`src/rtl/pid_pwm_driver.sv`:
```
// PWM output stage for the PID loop: clamps the control word to the period,
// slew-limits duty once per period and drives complementary gates with dead time.
module pid_pwm_driver #(
    parameter int DT_W       = 8,
    parameter int MIN_PERIOD = 2
) (
    input  logic            clk,
    input  logic            rst_n,
    input  logic            enable,
    input  logic [15:0]     control_signal,
    input  logic [15:0]     period,
    input  logic [DT_W-1:0] dead_time,
    input  logic [15:0]     max_step,
    output logic            pwm_hi,
    output logic            pwm_lo,
    output logic [15:0]     duty,
    output logic            sat_flag,
    output logic            period_start
);

    typedef enum logic [1:0] {IDLE, LOAD, RUN} state_e;

    localparam logic [15:0] MIN_P = 16'(MIN_PERIOD);

    state_e          state_q, state_d;
    logic [15:0]     cnt_q, cnt_d;
    logic [15:0]     duty_q, duty_d;
    logic [15:0]     per_q, per_d;
    logic            sat_q, sat_d;
    logic [DT_W-1:0] dt_q, dt_d;
    logic            raw_q, raw_d;
    logic            hi_q, hi_d;
    logic            lo_q, lo_d;
    logic            ps_q, ps_d;

    logic               do_load;
    logic [15:0]        per_s;
    logic [15:0]        tgt_s;
    logic               sat_s;
    logic [15:0]        duty_s;
    logic signed [16:0] diff_s;
    logic signed [16:0] step_s;
    logic               run_d;
    logic               entering_run;

    // Sample path: clamp to the latched-to-be period, then slew toward target.
    always_comb begin
        per_s = (period < MIN_P) ? MIN_P : period;
        if (control_signal[15]) begin
            tgt_s = 16'd0;
            sat_s = 1'b1;
        end else if (control_signal > per_s) begin
            tgt_s = per_s;
            sat_s = 1'b1;
        end else begin
            tgt_s = control_signal;
            sat_s = 1'b0;
        end
        diff_s = $signed({1'b0, tgt_s}) - $signed({1'b0, duty_q});
        step_s = $signed({1'b0, max_step});
        if (max_step == 16'd0 || (diff_s <= step_s && diff_s >= -step_s)) begin
            duty_s = tgt_s;
        end else if (diff_s > 17'sd0) begin
            duty_s = duty_q + max_step;
        end else begin
            duty_s = duty_q - max_step;
        end
    end

    always_comb begin
        state_d = state_q;
        cnt_d   = cnt_q;
        do_load = 1'b0;
        case (state_q)
            IDLE: begin
                cnt_d = 16'd0;
                if (enable) state_d = LOAD;
            end
            LOAD: begin
                do_load = 1'b1;
                cnt_d   = 16'd0;
                state_d = RUN;
            end
            RUN: begin
                if (!enable) begin
                    state_d = IDLE;
                    cnt_d   = 16'd0;
                end else if (cnt_q == per_q - 16'd1) begin
                    do_load = 1'b1;
                    cnt_d   = 16'd0;
                end else begin
                    cnt_d = cnt_q + 16'd1;
                end
            end
            default: begin
                state_d = IDLE;
                cnt_d   = 16'd0;
            end
        endcase

        duty_d = do_load ? duty_s : duty_q;
        per_d  = do_load ? per_s  : per_q;
        sat_d  = do_load ? sat_s  : sat_q;
    end

    // Gate outputs are computed from next-state values so they line up with cnt.
    always_comb begin
        run_d        = (state_d == RUN);
        entering_run = run_d && (state_q != RUN);
        raw_d        = run_d && (cnt_d < duty_d);
        if (entering_run || (raw_d != raw_q)) begin
            dt_d = '0;
        end else if (dt_q == '1) begin
            dt_d = dt_q;
        end else begin
            dt_d = dt_q + DT_W'(1);
        end
        hi_d = raw_d && (dt_d >= dead_time);
        lo_d = !raw_d && run_d && (dt_d >= dead_time);
        ps_d = run_d && (cnt_d == 16'd0);
    end

    always_ff @(posedge clk or negedge rst_n) begin
        if (!rst_n) begin
            state_q <= IDLE;
            cnt_q   <= 16'd0;
            duty_q  <= 16'd0;
            per_q   <= MIN_P;
            sat_q   <= 1'b0;
            dt_q    <= '0;
            raw_q   <= 1'b0;
            hi_q    <= 1'b0;
            lo_q    <= 1'b0;
            ps_q    <= 1'b0;
        end else begin
            state_q <= state_d;
            cnt_q   <= cnt_d;
            duty_q  <= duty_d;
            per_q   <= per_d;
            sat_q   <= sat_d;
            dt_q    <= dt_d;
            raw_q   <= raw_d;
            hi_q    <= hi_d;
            lo_q    <= lo_d;
            ps_q    <= ps_d;
        end
    end

    assign pwm_hi       = hi_q;
    assign pwm_lo       = lo_q;
    assign duty         = duty_q;
    assign sat_flag     = sat_q;
    assign period_start = ps_q;

endmodule

```
`config.mk`:
```
export PLATFORM = sky130hd
export DESIGN_NAME = pid_pwm_driver
export DESIGN_NICKNAME = d
export VERILOG_FILES = /design/src/rtl/pid_pwm_driver.sv
export SDC_FILE = /design/constraint.sdc
export NUM_CORES = 1
export LEC_CHECK = 0
export CELL_PAD_IN_SITES_DETAIL_PLACEMENT = 0
export CELL_PAD_IN_SITES_GLOBAL_PLACEMENT = 1
export CORE_MARGIN = 2
export CORE_UTILIZATION = 45
export CTS_BUF_LIST = sky130_fd_sc_hd__clkbuf_8
export DETAILED_ROUTE_END_ITERATION = 10
export PLACE_DENSITY_LB_ADDON = 0.25
export SLEW_MARGIN = 25
export SYNTH_ARGS = -nofsm -noshare
export SYNTH_HDL_FRONTEND = slang
export SYNTH_SLANG_ARGS = --single-unit
```
`constraint.sdc`:
```
create_clock -name clk -period 9.3 [get_ports clk]
set_clock_uncertainty 0.2 [all_clocks]
set_input_delay 1.395 -clock clk [delete_from_list [all_inputs] [get_ports clk]]
set_output_delay 1.395 -clock clk [all_outputs]
set_load 0.005 [all_outputs]
```
==> flow_metrics.env <==
export IMPL_status="finished with violations"
export IMPL_violations="setup timing"
export IMPL_post_layout_nonfiller_instances=1513
export IMPL_synth_seq_cells=63
export IMPL_synth_edf_count=0
export IMPL_drt_iter0_drc=367
export IMPL_critPathTopFamily="simple AND/OR/NAND/NOR gates"
export IMPL_fmax_ghz=0.08888
export IMPL_final_antenna_net_count=0
export IMPL_drt_drc_violations_left=0
export IMPL_fin_crit_sh=1.210
export IMPL_avgSynthCellArea_um2=8.000
export IMPL_critPathSlowestCell="or4_4"
export IMPL_synthArstFlopShare=1.000
export IMPL_clk_pin_slew_ps=80
export IMPL_holdBufCountCts=0
export IMPL_period_minus_slack_ps=11250
export IMPL_p_leak_nw=5.318
export IMPL_syn_inst=992
export IMPL_wl_per_cell_um=16.60
export IMPL_cp_required_ps=9320
export IMPL_synth_cell_type_count=72
export IMPL_path_max_fanout=5
export IMPL_root_buffer="clkbuf_8"
export IMPL_ioPinCount=79
export IMPL_setup_ws_ps=-1951
export IMPL_ctsHtreeMaxLevel=3
export IMPL_grt_pass1_vias=8064
export IMPL_cp_arrival_ps=11270
export IMPL_io_buffers=78
export IMPL_rows=48
export IMPL_startpoint_type="primary input"
export IMPL_die_h_um=136.8
export IMPL_fin_hold_ws_ps=346.7
export IMPL_coreArea_um2=17300
export IMPL_numClockSinks=63
export IMPL_vdd_ir_drop_max_uv=290.1
export IMPL_dp_hpwl_um=20050
export IMPL_die_area_um2=18710
export IMPL_synthToLayoutAreaGrowth_pct=44.03
export IMPL_grt_setup_unrepaired="yes"
export IMPL_grtUsageTotal=0.2706
export IMPL_yosysSeqAreaShare=0.1988
export IMPL_power_density_nw_per_um2=326.6
export IMPL_clock_path_buffers=2
export IMPL_die_w_um=136.8
export IMPL_place_inst=1461
export IMPL_maxCapViolCount=0
export IMPL_grt_max_degree=64
export IMPL_cts_inserted_buffers=9
export IMPL_hp_class="reg -> reg"
export IMPL_final_hold_viol_count=0
export IMPL_final_cell_mix="buf_4, ha_1, inv_1"
export IMPL_start_util=0.4588
export IMPL_critPathKind="in -> reg"
export IMPL_syn_nets=1165
export IMPL_grt_pass1_wl_um=39940
export IMPL_finalSetupViolCount=11
export IMPL_relSlewSlack=0.4583
export IMPL_fillers=1519
export IMPL_drive_above_1_share=0.2927
export IMPL_max_slew_worst_pin_slew_ps=812.5
export IMPL_ys_warn_count=0
export IMPL_layout_commonest_cell="buf_4"
export IMPL_cts_tree="done"
export IMPL_pre_cts_slack_ps=-3199
export IMPL_grt_ovfl_total=0
export IMPL_vias_per_cell=5.502
export IMPL_cp_slowest_stage_delay_ps=540
export IMPL_diodes=0
export IMPL_antenna_found_initial=0
export IMPL_critical_path_endpoint_type="flip-flop"
export IMPL_drtPass1Iterations=4
export IMPL_gp_congestion=0.9143
export IMPL_syn_area_um2=7936
export IMPL_routed_wl_um=25120
export IMPL_nNetsFinal=1456
export IMPL_vias=8325
export IMPL_clk_insertion_delay_late_ps=350
export IMPL_path_buf_inv=8
export IMPL_slew_viol_final=0
export IMPL_synth_main_ff_cell="dfrtp_1"
==> through the flow <==
stage / power (mW) / utilization / area, um2 / setup TNS, ps
after floorplan: 2.055 / - / 8073 / -9875
after global placement: 3.143 / 0.6045 / 10460 / -22460
after detailed placement: 3.179 / 0.6045 / 10460 / -25470
after CTS: 3.649 / 0.6455 / 11170 / -10230
after global routing: 4.078 / 0.6609 / 11430 / -18770
final: 3.733 / 0.6609 / 11430 / -12660
==> layer usage <==
metal / up-vias / global-route usage / wire length [um] / share of wire
met2: 170 / 0.4786 / 12310 / 0.49
met5: - / 0 / 0 / 0
met3: 54 / 0.02111 / 742 / 0.030
met1: 3931 / 0.3495 / 11300 / 0.45
li1: 4170 / - / - / -
met4: 0 / 0.08591 / 776 / 0.031
==> synth_stat cells, drive strengths merged, types with 3 or more instances <==
library cell  count  area (um2)
a211oi            6       45.04
nand4            24       150.1
a41o              3       30.03
mux2             15       172.7
a311oi            3       26.28
clkbuf           24       90.09
a221oi            3       26.28
inv              91       341.6
o311ai            9       78.83
ha              112        1401
or4               4       33.78
nand2            63       236.5
xnor2            66       578.1
or3               9       56.30
and2              8       50.05
nand3b            9       67.56
a21o             17       127.6
o21ai            61       316.5
mux2i            22       220.2
xor2             16       140.1
nor3b             5       37.54
o31ai            13       97.59
o21bai            3       22.52
nand4b            3       26.28
and3              7       43.79
a21oi            42       210.2
nand2b           10       62.56
dfrtp            62        1551
or2               7       43.80
nor2             87       326.6
o21a             19       142.6
a31oi             9       56.30
nor4             12       90.09
nor2b            18       112.6
nand3            40       200.2
o221ai            3       26.28
o211ai            9       67.56
nor3             33       170.2
a211o             3       26.28
buf               8       52.55
==> cell families (layout without fill, tap and decap cells) <==
family / Yosys count / in the layout / share of synthesized area
muxes: 37 / 37 / 0.04950
xor gates and xnor gates: 83 / 83 / 0.09333
and+or+nand+nor: 347 / 347 / 0.2251
DFF: 63 / 63 / 0.1988
adders and majority gates: 114 / 114 / 0.1816
AOI/OAI and AO/OA: 225 / 225 / 0.1906
buffers and inverters: 123 / 419 / 0.06101
==> timing repair <==
item / in CTS / in global routing
resized for setup: 140 / 30
endpoints found under the setup margin: 12 / 11
pin swaps: 32 / 29
buffers inserted: 26 / 11
==> cell type report <==
class / instances / area, um2 / share of cell area
clock buffers: 12 / 165.2 / 0.01445
clock inverters: 4 / 43.79 / 0.003831
inverters: 91 / 341.6 / 0.02988
multi-input cells: 806 / 6427 / 0.5623
flip-flops and latches: 63 / 1578 / 0.1380
well taps: 225 / 281.5 / 0.02463
repair buffers: 312 / 2594 / 0.2269
==> where the power goes <==
part	switching [mW]	total, mW	leakage (nW)	internal, mW
Sequential	0.126	0.492	0.795	0.366
Clock	0.107	0.250	0.114	0.144
Combinational	1.43	2.99	4.41	1.56
==> worst paths after layout <==
kind / start / depth (start not counted) / slack [ps] / endpoint
min in group asynchronous: rst_n / 2 / 1010 / per_q[7]
worst min register to register: per_q[1] / 2 / 350 / per_q[1]
worst min-delay path: per_q[1] / 2 / 350 / per_q[1]
worst max register to register: duty[1] / 46 / 840 / pwm_hi
max in group asynchronous: rst_n / 2 / 7340 / duty[15]
worst max-delay path: period[14] / 61 / -1950 / pwm_hi
==> registers in the layout, indices dropped and copies added, names as in the netlist <==
| signal | cells |
|---|---|
| pwm_hi | 1 |
| sat_flag | 1 |
| per_q | 16 |
| duty | 16 |
| dt_q | 8 |
| state_q | 2 |
| pwm_lo | 1 |
| period_start | 1 |
| raw_q | 1 |
| cnt_q | 16 |
==> worst reg2reg max path: cells and delay by family (launching register included) <==
family	cells	cell delay (ps)
AOI/OAI and AO/OA	19	3140
adders and majority gates	4	1210
DFF	1	470
xor gates and xnor gates	2	220
and+or+nand+nor	17	2550
buffers and inverters	4	550
(Power assumes the default switching activity.)
